[src/rtl/tomasulo_cdb_arb.sv]
// Common-data-bus arbiter: per-requester completion FIFOs feeding a round-robin
// grant that broadcasts one registered {tag, wa, wdata} per cycle.
module tomasulo_cdb_arb #(
  parameter int N_REQ  = 5,
  parameter int DEPTH  = 2,
  parameter int TAG_W  = 4,
  parameter int WA_W   = 3,
  parameter int DATA_W = 32
) (
  input  logic                      clk,
  input  logic                      rst,
  input  logic [N_REQ-1:0]          req_vld,
  input  logic [N_REQ*TAG_W-1:0]    req_tag,
  input  logic [N_REQ*WA_W-1:0]     req_wa,
  input  logic [N_REQ*DATA_W-1:0]   req_wdata,
  output logic [N_REQ-1:0]          req_rdy,
  output logic                      cdb_vld_r,
  output logic [TAG_W-1:0]          cdb_tag_r,
  output logic [WA_W-1:0]           cdb_wa_r,
  output logic [DATA_W-1:0]         cdb_wdata_r,
  output logic [$clog2(N_REQ)-1:0]  cdb_src_r,
  output logic [15:0]               conflict_cnt_r
);

  localparam int SRC_W = $clog2(N_REQ);
  localparam int PTR_W = (DEPTH > 1) ? $clog2(DEPTH) : 1;
  localparam int CNT_W = $clog2(DEPTH + 1);
  localparam int ENT_W = TAG_W + WA_W + DATA_W;

  logic [ENT_W-1:0] mem [N_REQ][DEPTH];
  logic [PTR_W-1:0] wr_ptr [N_REQ];
  logic [PTR_W-1:0] rd_ptr [N_REQ];
  logic [CNT_W-1:0] count  [N_REQ];
  logic [SRC_W-1:0] rr_ptr;

  logic [N_REQ-1:0] nonempty;
  logic [N_REQ-1:0] push;
  logic [N_REQ-1:0] pop;
  logic             gnt_vld;
  logic [SRC_W-1:0] gnt_idx;
  logic [ENT_W-1:0] head;
  logic             contended;

  function automatic logic [PTR_W-1:0] ptr_inc(input logic [PTR_W-1:0] p);
    return (p == PTR_W'(DEPTH - 1)) ? '0 : p + PTR_W'(1);
  endfunction

  // Ready is decoded from the registered count only, so a same-cycle pop never
  // opens the queue early.
  always_comb begin
    for (int i = 0; i < N_REQ; i++) begin
      nonempty[i] = (count[i] != '0);
      req_rdy[i]  = (count[i] < CNT_W'(DEPTH));
      push[i]     = req_vld[i] & req_rdy[i];
    end
  end

  always_comb begin
    gnt_vld = 1'b0;
    gnt_idx = '0;
    for (int k = 0; k < N_REQ; k++) begin
      int idx;
      idx = (int'(rr_ptr) + k) % N_REQ;
      if (!gnt_vld && nonempty[idx]) begin
        gnt_vld = 1'b1;
        gnt_idx = SRC_W'(idx);
      end
    end
  end

  // Head mux is all-zero without a grant so the registered bus idles at zero.
  always_comb begin
    pop  = '0;
    head = '0;
    for (int i = 0; i < N_REQ; i++) begin
      if (gnt_vld && (gnt_idx == SRC_W'(i))) begin
        pop[i] = 1'b1;
        head   = mem[i][rd_ptr[i]];
      end
    end
  end

  always_comb begin
    logic seen;
    seen      = 1'b0;
    contended = 1'b0;
    for (int i = 0; i < N_REQ; i++) begin
      if (nonempty[i]) begin
        if (seen) contended = 1'b1;
        seen = 1'b1;
      end
    end
  end

  always_ff @(posedge clk) begin
    for (int i = 0; i < N_REQ; i++) begin
      if (push[i]) begin
        mem[i][wr_ptr[i]] <= {req_tag[i*TAG_W +: TAG_W],
                              req_wa[i*WA_W +: WA_W],
                              req_wdata[i*DATA_W +: DATA_W]};
      end
    end
  end

  always_ff @(posedge clk or negedge rst) begin
    if (!rst) begin
      for (int i = 0; i < N_REQ; i++) begin
        wr_ptr[i] <= '0;
        rd_ptr[i] <= '0;
        count[i]  <= '0;
      end
    end else begin
      for (int i = 0; i < N_REQ; i++) begin
        if (push[i]) wr_ptr[i] <= ptr_inc(wr_ptr[i]);
        if (pop[i])  rd_ptr[i] <= ptr_inc(rd_ptr[i]);
        case ({push[i], pop[i]})
          2'b10:   count[i] <= count[i] + CNT_W'(1);
          2'b01:   count[i] <= count[i] - CNT_W'(1);
          default: count[i] <= count[i];
        endcase
      end
    end
  end

  always_ff @(posedge clk or negedge rst) begin
    if (!rst) begin
      rr_ptr         <= '0;
      cdb_vld_r      <= 1'b0;
      cdb_tag_r      <= '0;
      cdb_wa_r       <= '0;
      cdb_wdata_r    <= '0;
      cdb_src_r      <= '0;
      conflict_cnt_r <= '0;
    end else begin
      if (gnt_vld) begin
        rr_ptr <= (gnt_idx == SRC_W'(N_REQ - 1)) ? '0 : gnt_idx + SRC_W'(1);
      end
      cdb_vld_r   <= gnt_vld;
      cdb_tag_r   <= head[ENT_W-1 -: TAG_W];
      cdb_wa_r    <= head[DATA_W +: WA_W];
      cdb_wdata_r <= head[DATA_W-1:0];
      cdb_src_r   <= gnt_idx;
      if (contended && (conflict_cnt_r != 16'hFFFF)) begin
        conflict_cnt_r <= conflict_cnt_r + 16'd1;
      end
    end
  end

  // A completion offered to a full queue is lost; producers must honour req_rdy.
  for (genvar g = 0; g < N_REQ; g++) begin : g_chk
    a_no_drop: assert property (@(posedge clk) disable iff (!rst)
      !(req_vld[g] && !req_rdy[g]));
    a_cnt_bound: assert property (@(posedge clk) disable iff (!rst)
      count[g] <= CNT_W'(DEPTH));
  end

  a_idle_zero: assert property (@(posedge clk) disable iff (!rst)
    !cdb_vld_r |-> (cdb_tag_r == '0 && cdb_wa_r == '0 && cdb_wdata_r == '0 && cdb_src_r == '0));

endmodule

[config.mk]
export PLATFORM = sky130hd
export DESIGN_NAME = tomasulo_cdb_arb
export DESIGN_NICKNAME = d
export VERILOG_FILES = /design/src/rtl/tomasulo_cdb_arb.sv
export SDC_FILE = /design/constraint.sdc
export NUM_CORES = 1
export LEC_CHECK = 0
export ABC_AREA = 1
export CAP_MARGIN = 5
export CORE_MARGIN = 2
export CORE_UTILIZATION = 55
export DETAILED_ROUTE_END_ITERATION = 16
export PLACE_DENSITY = 0.8
export SYNTH_ARGS = -nofsm -noshare
export SYNTH_HDL_FRONTEND = slang
export SYNTH_SLANG_ARGS = --single-unit
export TNS_END_PERCENT = 5
[constraint.sdc]
create_clock -name clk -period 6.6 [get_ports clk]
set_clock_uncertainty 0.15 [all_clocks]
set_input_delay 0.99 -clock clk [delete_from_list [all_inputs] [get_ports clk]]
set_output_delay 0.99 -clock clk [all_outputs]
set_load 0.01 [all_outputs]
# Yosys cells after proc, flatten, opt, wreduce, memory -nomap -nowiden
# Memories as Yosys holds them, arrays and structs flattened.
# Index checks and enable logic that the tools add are counted.
totals:
  register_bits: 82
  latch_bits: 0
  ramBits: 390
  romBits: 0
  inputBits: 202
  output_inout_bits: 64
  wordCells: 237
  mem_count: 1
op_classes:
  addsub: 26
  multipliers: 0
  div: 5
  n_lt_le_gt_ge: 25
  n_eq_ne: 15
  n_shift: 0
  mux: 98
  n_bitwise: 15
  reduce_logical: 30
memory_table:
  columns: ["memory", "depth", "width", "read_ports", "rd_ports_with_merged_regs", "write_ports", "line", "text"]
  rows:
  - ["mem", 5, 78, 5, 0, 5, "30", "logic [ENT_W-1:0] mem [N_REQ][DEPTH];"]
op_table:
  columns: ["op", "n"]
  rows:
  - ["two-way mux 39 bit", 25]
  - ["two-way mux 78 bit", 5]
  - ["demux 39 bit (select 1 bit)", 5]
  - ["less-than comparator 32 x 5 -> 1 bit (second input constant)", 5]
  - ["modulo 32 x 4 -> 32 bit (second input constant)", 4]
  - ["two-way mux 1 bit", 47]
  - ["modulo 4 x 4 -> 32 bit (second input constant)", 1]
  - [">= comparator 2 bit (second input constant)", 10]
  - ["inverter 1 -> 2 bit", 10]
  - ["one-hot mux 2 bit (2 select lines)", 5]
  - ["nonzero test 2 bit", 10]
  - ["two-way mux 3 bit", 6]
  - ["adder 16 x 1 -> 16 bit (second input constant)", 1]
  - ["!= test 16 bit (second input constant)", 1]
  - ["binary-select mux 1 bit (select 3 bit)", 5]
  - ["logical AND 1 bit", 15]
  - ["adder 1 bit (second input constant)", 10]
  - ["adder 2 x 1 -> 2 bit (second input constant)", 5]
  - ["== test 2 x 1 -> 1 bit (second input constant)", 5]
  - ["== test 2 bit (second input constant)", 5]
  - ["less-than comparator 2 x 1 -> 1 bit (second input constant)", 5]
  - ["less-than comparator 2 bit (second input constant)", 5]
  - ["subtractor 2 x 1 -> 2 bit (second input constant)", 5]
  - ["adder 3 x 2 -> 4 bit (second input constant)", 2]
  - ["other kinds (9)", 17]

# Longest topological paths before layout
logic_depth:
  ltp_word: 24
  mapped_depth: 38
  ltp_nobuf: 35

# Least setup slack after synthesis
# No wires, ideal clock.
synth_timing:
  path_type: "flip-flop to flip-flop"
  startpoint: "register rr_ptr[0]"
  endpoint: "register count[3] (netlist bit)"
  setup_ns: 0.131
  arrival_ns: 4.873
  required_time_ns: 6.319
  path_slack_ns: 1.446
  path_stages_with_launch: 36
  n_path_buf: 4
  period_less_slack_ns: 5.154
  path_cell_list: "dfrtp_1 > buf_4 > inv_2 > ha_1 > inv_1 > ha_1 > inv_2 > ha_1 > inv_1 > nand3_1 > nand2_1 > xor2_1 > ha_1 > inv_1 > or2_2 > nand2_1 > nand3_1 > nand2_1 > nand2_1 > nand3b_1 > nand2_1 > nand2_1 > o21ai_2 > nand3_1 > nand2_1 > nor2_1 > buf_2 > buf_2 > ha_1 > nand2_1 > inv_1 > clkbuf_1 > ha_1 > a21oi_1 > o21ai_0 > xor2_1"
synth_between:
  elab_chain_cells: 22
  word_cells_on_any_way: 49
  classes_between: "add/sub: 4; div: 5; eq/ne: 3; mux: 27; reduce/logical: 10"
synth_lines:
  columns: ["item", "line", "text"]
  rows:
  - ["start: declaration", "34", "logic [SRC_W-1:0] rr_ptr;"]
  - ["start signal: assignment", "136", "rr_ptr <= (gnt_idx == SRC_W'(N_REQ - 1)) ? '0 : gnt_idx + SRC_W'(1);"]
  - ["branches (longest 18 deep; another with modulo 32 x 4 -> 32 bit)", null, null]
  - ["logical AND 1 bit (*)", "76", "if (gnt_vld && (gnt_idx == SRC_W'(i))) begin"]
  - ["two-way mux 1 bit (*)", "76", null]
  - ["== test 2 x 1 -> 1 bit or == test 2 bit (tied branches)", "116", "case ({push[i], pop[i]})"]
  - ["one-hot mux 2 bit (2 select lines) or nonzero test 2 bit (tied branches)", null, null]
  - ["end signal: indexed assignment", "117", "2'b10: count[i] <= count[i] + CNT_W'(1);"]
  - ["end signal: indexed assignment", "118", "2'b01: count[i] <= count[i] - CNT_W'(1);"]
  - ["end signal: indexed assignment", "119", "default: count[i] <= count[i];"]
  - ["end: declaration", "33", "logic [CNT_W-1:0] count [N_REQ];"]
# Mark *: on every way between the ends. The select of a mux whose other input is x is not followed.
# A chain may end at the register's enable or synchronous reset.

# Worst setup path after layout
layout_timing:
  startpoint: "register rr_ptr[0]"
  endpoint: "register cdb_wdata_r[7]"
layout_between:
  elab_chain_cells: 24
  word_cells_on_any_way: 57
  classes_between: "add/sub: 4; div: 5; eq/ne: 4; mux: 30; reduce/logical: 14"
layout_lines:
  columns: ["item", "line", "text"]
  rows:
  - ["branches (longest 16 deep; another with modulo 32 x 4 -> 32 bit)", null, null]
  - ["two-way mux 3 bit (*)", "64", "if (!gnt_vld && nonempty[idx]) begin"]
  - ["net gnt_idx[0]", "40", "logic [SRC_W-1:0] gnt_idx;"]
  - ["zero test 3 bit", "76", null]
  - ["logical AND 1 bit", "76", null]
  - ["two-way mux 39 bit (4 in series)", "76", null]
  - ["two-way mux 39 bit (*)", "76", null]
  - ["net head[7]", "41", "logic [ENT_W-1:0] head;"]
  - ["end signal: assignment", "141", "cdb_wdata_r <= head[DATA_W-1:0];"]
  - ["end: declaration", "20", "output logic [DATA_W-1:0] cdb_wdata_r,"]
# Mark *: on every way through the listed nets, which the timed path passes. The select of a mux whose other input is x is not followed.

==> out/metrics.csv <==
stage,metric,value,unit
final_layout,drive_above_1_share,11.4,%
yosys,synth-seq-area-share,67.4,%
yosys,syn-instance-count,1720,
global_routing,grtUsageTotal,27.3,%
yosys,ys_ff_latch,472,
worst_setup_path,critPathMaxStageDelay,0.70,ns
worst_hold_path,hp-class,input port to async pin,
clock_tree,htree_levels,2,
drt,drtIter0Drc,1108,
timing,rsz0062_at_grt,no,
placement,dpl.hpwl,36000,um
worst_setup_path,cp_slowest_cell,dfrtp_1,
placement,pre_cts_ws,0.720,ns
worst_setup_path,endpoint_kind,flip-flop,
placement,gp_congestion,0.893,
drt,routed_wirelength,52200,um
clock_tree,postCtsSetupBuffers,0,
final_layout,final_cells,2477,
yosys,yosysWarnings,0,
final_layout,fillers,2614,
clock_tree,ctsLongestPathBuffers,3,
drt,drtPass1Iterations,5,
final_layout,layout.nets,2201,
clock_tree,cts-root-buf,clkbuf_16,
placement,port_buffers,265,
floorplanning,dieWidth,197,um
yosys,synth_edf_count,390,
floorplanning,core_area,0.0366,sq mm
yosys,ys_async_sr_fraction,17.4,%
worst_setup_path,critPathBufInv,8,
flow_run,max-cap-violations,0,
floorplanning,die_y,197,um
global_routing,gr-total-overflow,0,
yosys,netlist_area,0.0204,sq mm
timing,setup_viol,0,
timing,setup_tns,0,ns
run_status,status,"complete, no violations",
timing,fmax,166,MHz
worst_setup_path,start_kind,flip-flop,
timing,period_share,91.4,%
worst_setup_path,crit_top_cell,nand2_1,
global_routing,grt_start_max_net_pins,80,
timing,timing.final.max_slew_violations,0,
worst_setup_path,crit_required,6.96,ns
final_layout,final_common_cell,nand2_1,
worst_setup_path,worst_path_dominant_cell_family,simple AND/OR/NAND/NOR gates,
floorplanning,io_pins,266,
clock_tree,numCtsBuffers,47,
drt,ant_nets,0,
yosys,yosysUniqueCellTypes,39,
clock_tree,clk_latency,0.59,ns
timing,finalHoldViolations,0,
floorplanning,num_rows,70,
timing,layout_setup_ws,0.571,ns
clock_tree,cts_hold_buf,0,
placement,post-place-cells,2389,
timing,whs,0.223,ns
final_layout,regArea,0.0138,sq mm
final_layout,multi_input_comb_area,0.00588,sq mm
worst_setup_path,critical_path.max_fanout,31,
drt,vias,13900,
drt,avgViaCountPerCell,5.63,
final_layout,final_cell_mix,"nand2_1 (468), edfxtp_1 (390), clkdlybuf4s50_1 (264)",
clock_tree,path_clk_slew,0.06,ns
floorplanning,initial_core_util,55.8,%
clock_tree,cts_sinks,472,
global_routing,antenna_found_initial,5,
timing,tightest_slew,1.34,ns
floorplanning,die-area,0.0387,sq mm
worst_setup_path,arrival,6.39,ns
worst_setup_path,criticalPathCategory,flip-flop to flip-flop,
timing,fin_crit,6.03,ns
drt,wire_per_inst,21.1,um
yosys,avgSynthCellArea,11.9,sq um
clock_tree,postCtsResizedCells,0,
drt,post-route-drc-count,0,
global_routing,grt_pass1_wl,78700,um
clock_tree,cts_tree,yes,
final_layout,layout-area-overhead-vs-synth,22.7,%
timing,relSlewSlack,10.7,%
yosys,syn_nets,1951,
yosys,synth_top_flop_cell,edfxtp_1,
global_routing,grt_pass1_vias,14000,
## Yosys cell counts (8+ instances only)
| cell | instances | area (sq um) |
|---|---|---|
| a21oi_1 | 15 | 75.1 |
| a31oi_1 | 39 | 244 |
| buf_2 | 31 | 155 |
| clkbuf_1 | 39 | 146 |
| dfrtp_1 | 82 | 2050 |
| edfxtp_1 | 390 | 11700 |
| ha_1 | 29 | 363 |
| inv_1 | 102 | 383 |
| inv_2 | 9 | 33.8 |
| mux2_2 | 40 | 450 |
| mux2i_1 | 42 | 420 |
| nand2_1 | 468 | 1760 |
| nand3_1 | 187 | 936 |
| nand4_1 | 8 | 50.1 |
| nor2_1 | 37 | 139 |
| o211ai_1 | 46 | 345 |
| o21ai_0 | 13 | 65.1 |
| or2_2 | 40 | 250 |
| xnor2_1 | 12 | 105 |
| xor2_1 | 27 | 236 |
## through the flow
stage / util [%] / area [sq um]
finish: 68.4 / 25100
global route: 68.4 / 25000
CTS: 68.4 / 25000
detailed placement: 64.1 / 23500
global placement: 64.1 / 23500
floorplan: - / 20400
## path summary, 6_finish.rpt
check | start | end | slack (ns) | cells past startpoint
max in group asynchronous | rst | cdb_wdata_r[21] | 4.95 | 2
min reg2reg | mem[0][364] | cdb_wdata_r[13] | 0.34 | 2
max reg2reg | rr_ptr[0] | cdb_wdata_r[7] | 0.57 | 34
min | rst | count[6] | 0.22 | 1
min in group clk | mem[0][364] | cdb_wdata_r[13] | 0.34 | 2
max | rr_ptr[0] | cdb_wdata_r[7] | 0.57 | 34
## area by class of cell
class                   instances  share of cell area (%)
flip-flops and latches        472                    54.9
multi-input cells            1051                    23.5
clock inverters                22                   0.824
inverters                     112                    1.69
well taps                     468                    2.34
repair buffers                286                    11.3
clock buffers                  65                    5.45
diodes                          1                 0.00999
## metal layers
| layer | vias up | part of all wire, % | GRT usage (%) | routed length [um] |
|---|---|---|---|---|
| li1 | 6470 | - | - | - |
| met1 | 6823 | 37 | 31.8 | 19200 |
| met2 | 532 | 53 | 49.3 | 27500 |
| met3 | 115 | 6.3 | 5.46 | 3270 |
| met4 | 6 | 4.3 | 11.7 | 2240 |
| met5 | - | 0.063 | 0 | 33 |
## state kept, by name, indices dropped and copies added, names as in the netlist
signal / cells
cdb_src_r: 3
cdb_tag_r: 4
cdb_vld_r: 1
cdb_wa_r: 3
cdb_wdata_r: 32
conflict_cnt_r: 16
count: 10
mem: 390
rd_ptr: 5
rr_ptr: 3
wr_ptr: 5
## cells by family after synthesis
family,synth area share (%)
xor+xnor,1.67
compound gates,4.18
mux,4.26
fa+ha+maj,1.78
buf+inv,4.21
flops,67.4
simple gates,16.5
Power is not shown: default switching activity piles up to over one toggle a cycle in this logic, so the estimate is an artifact.
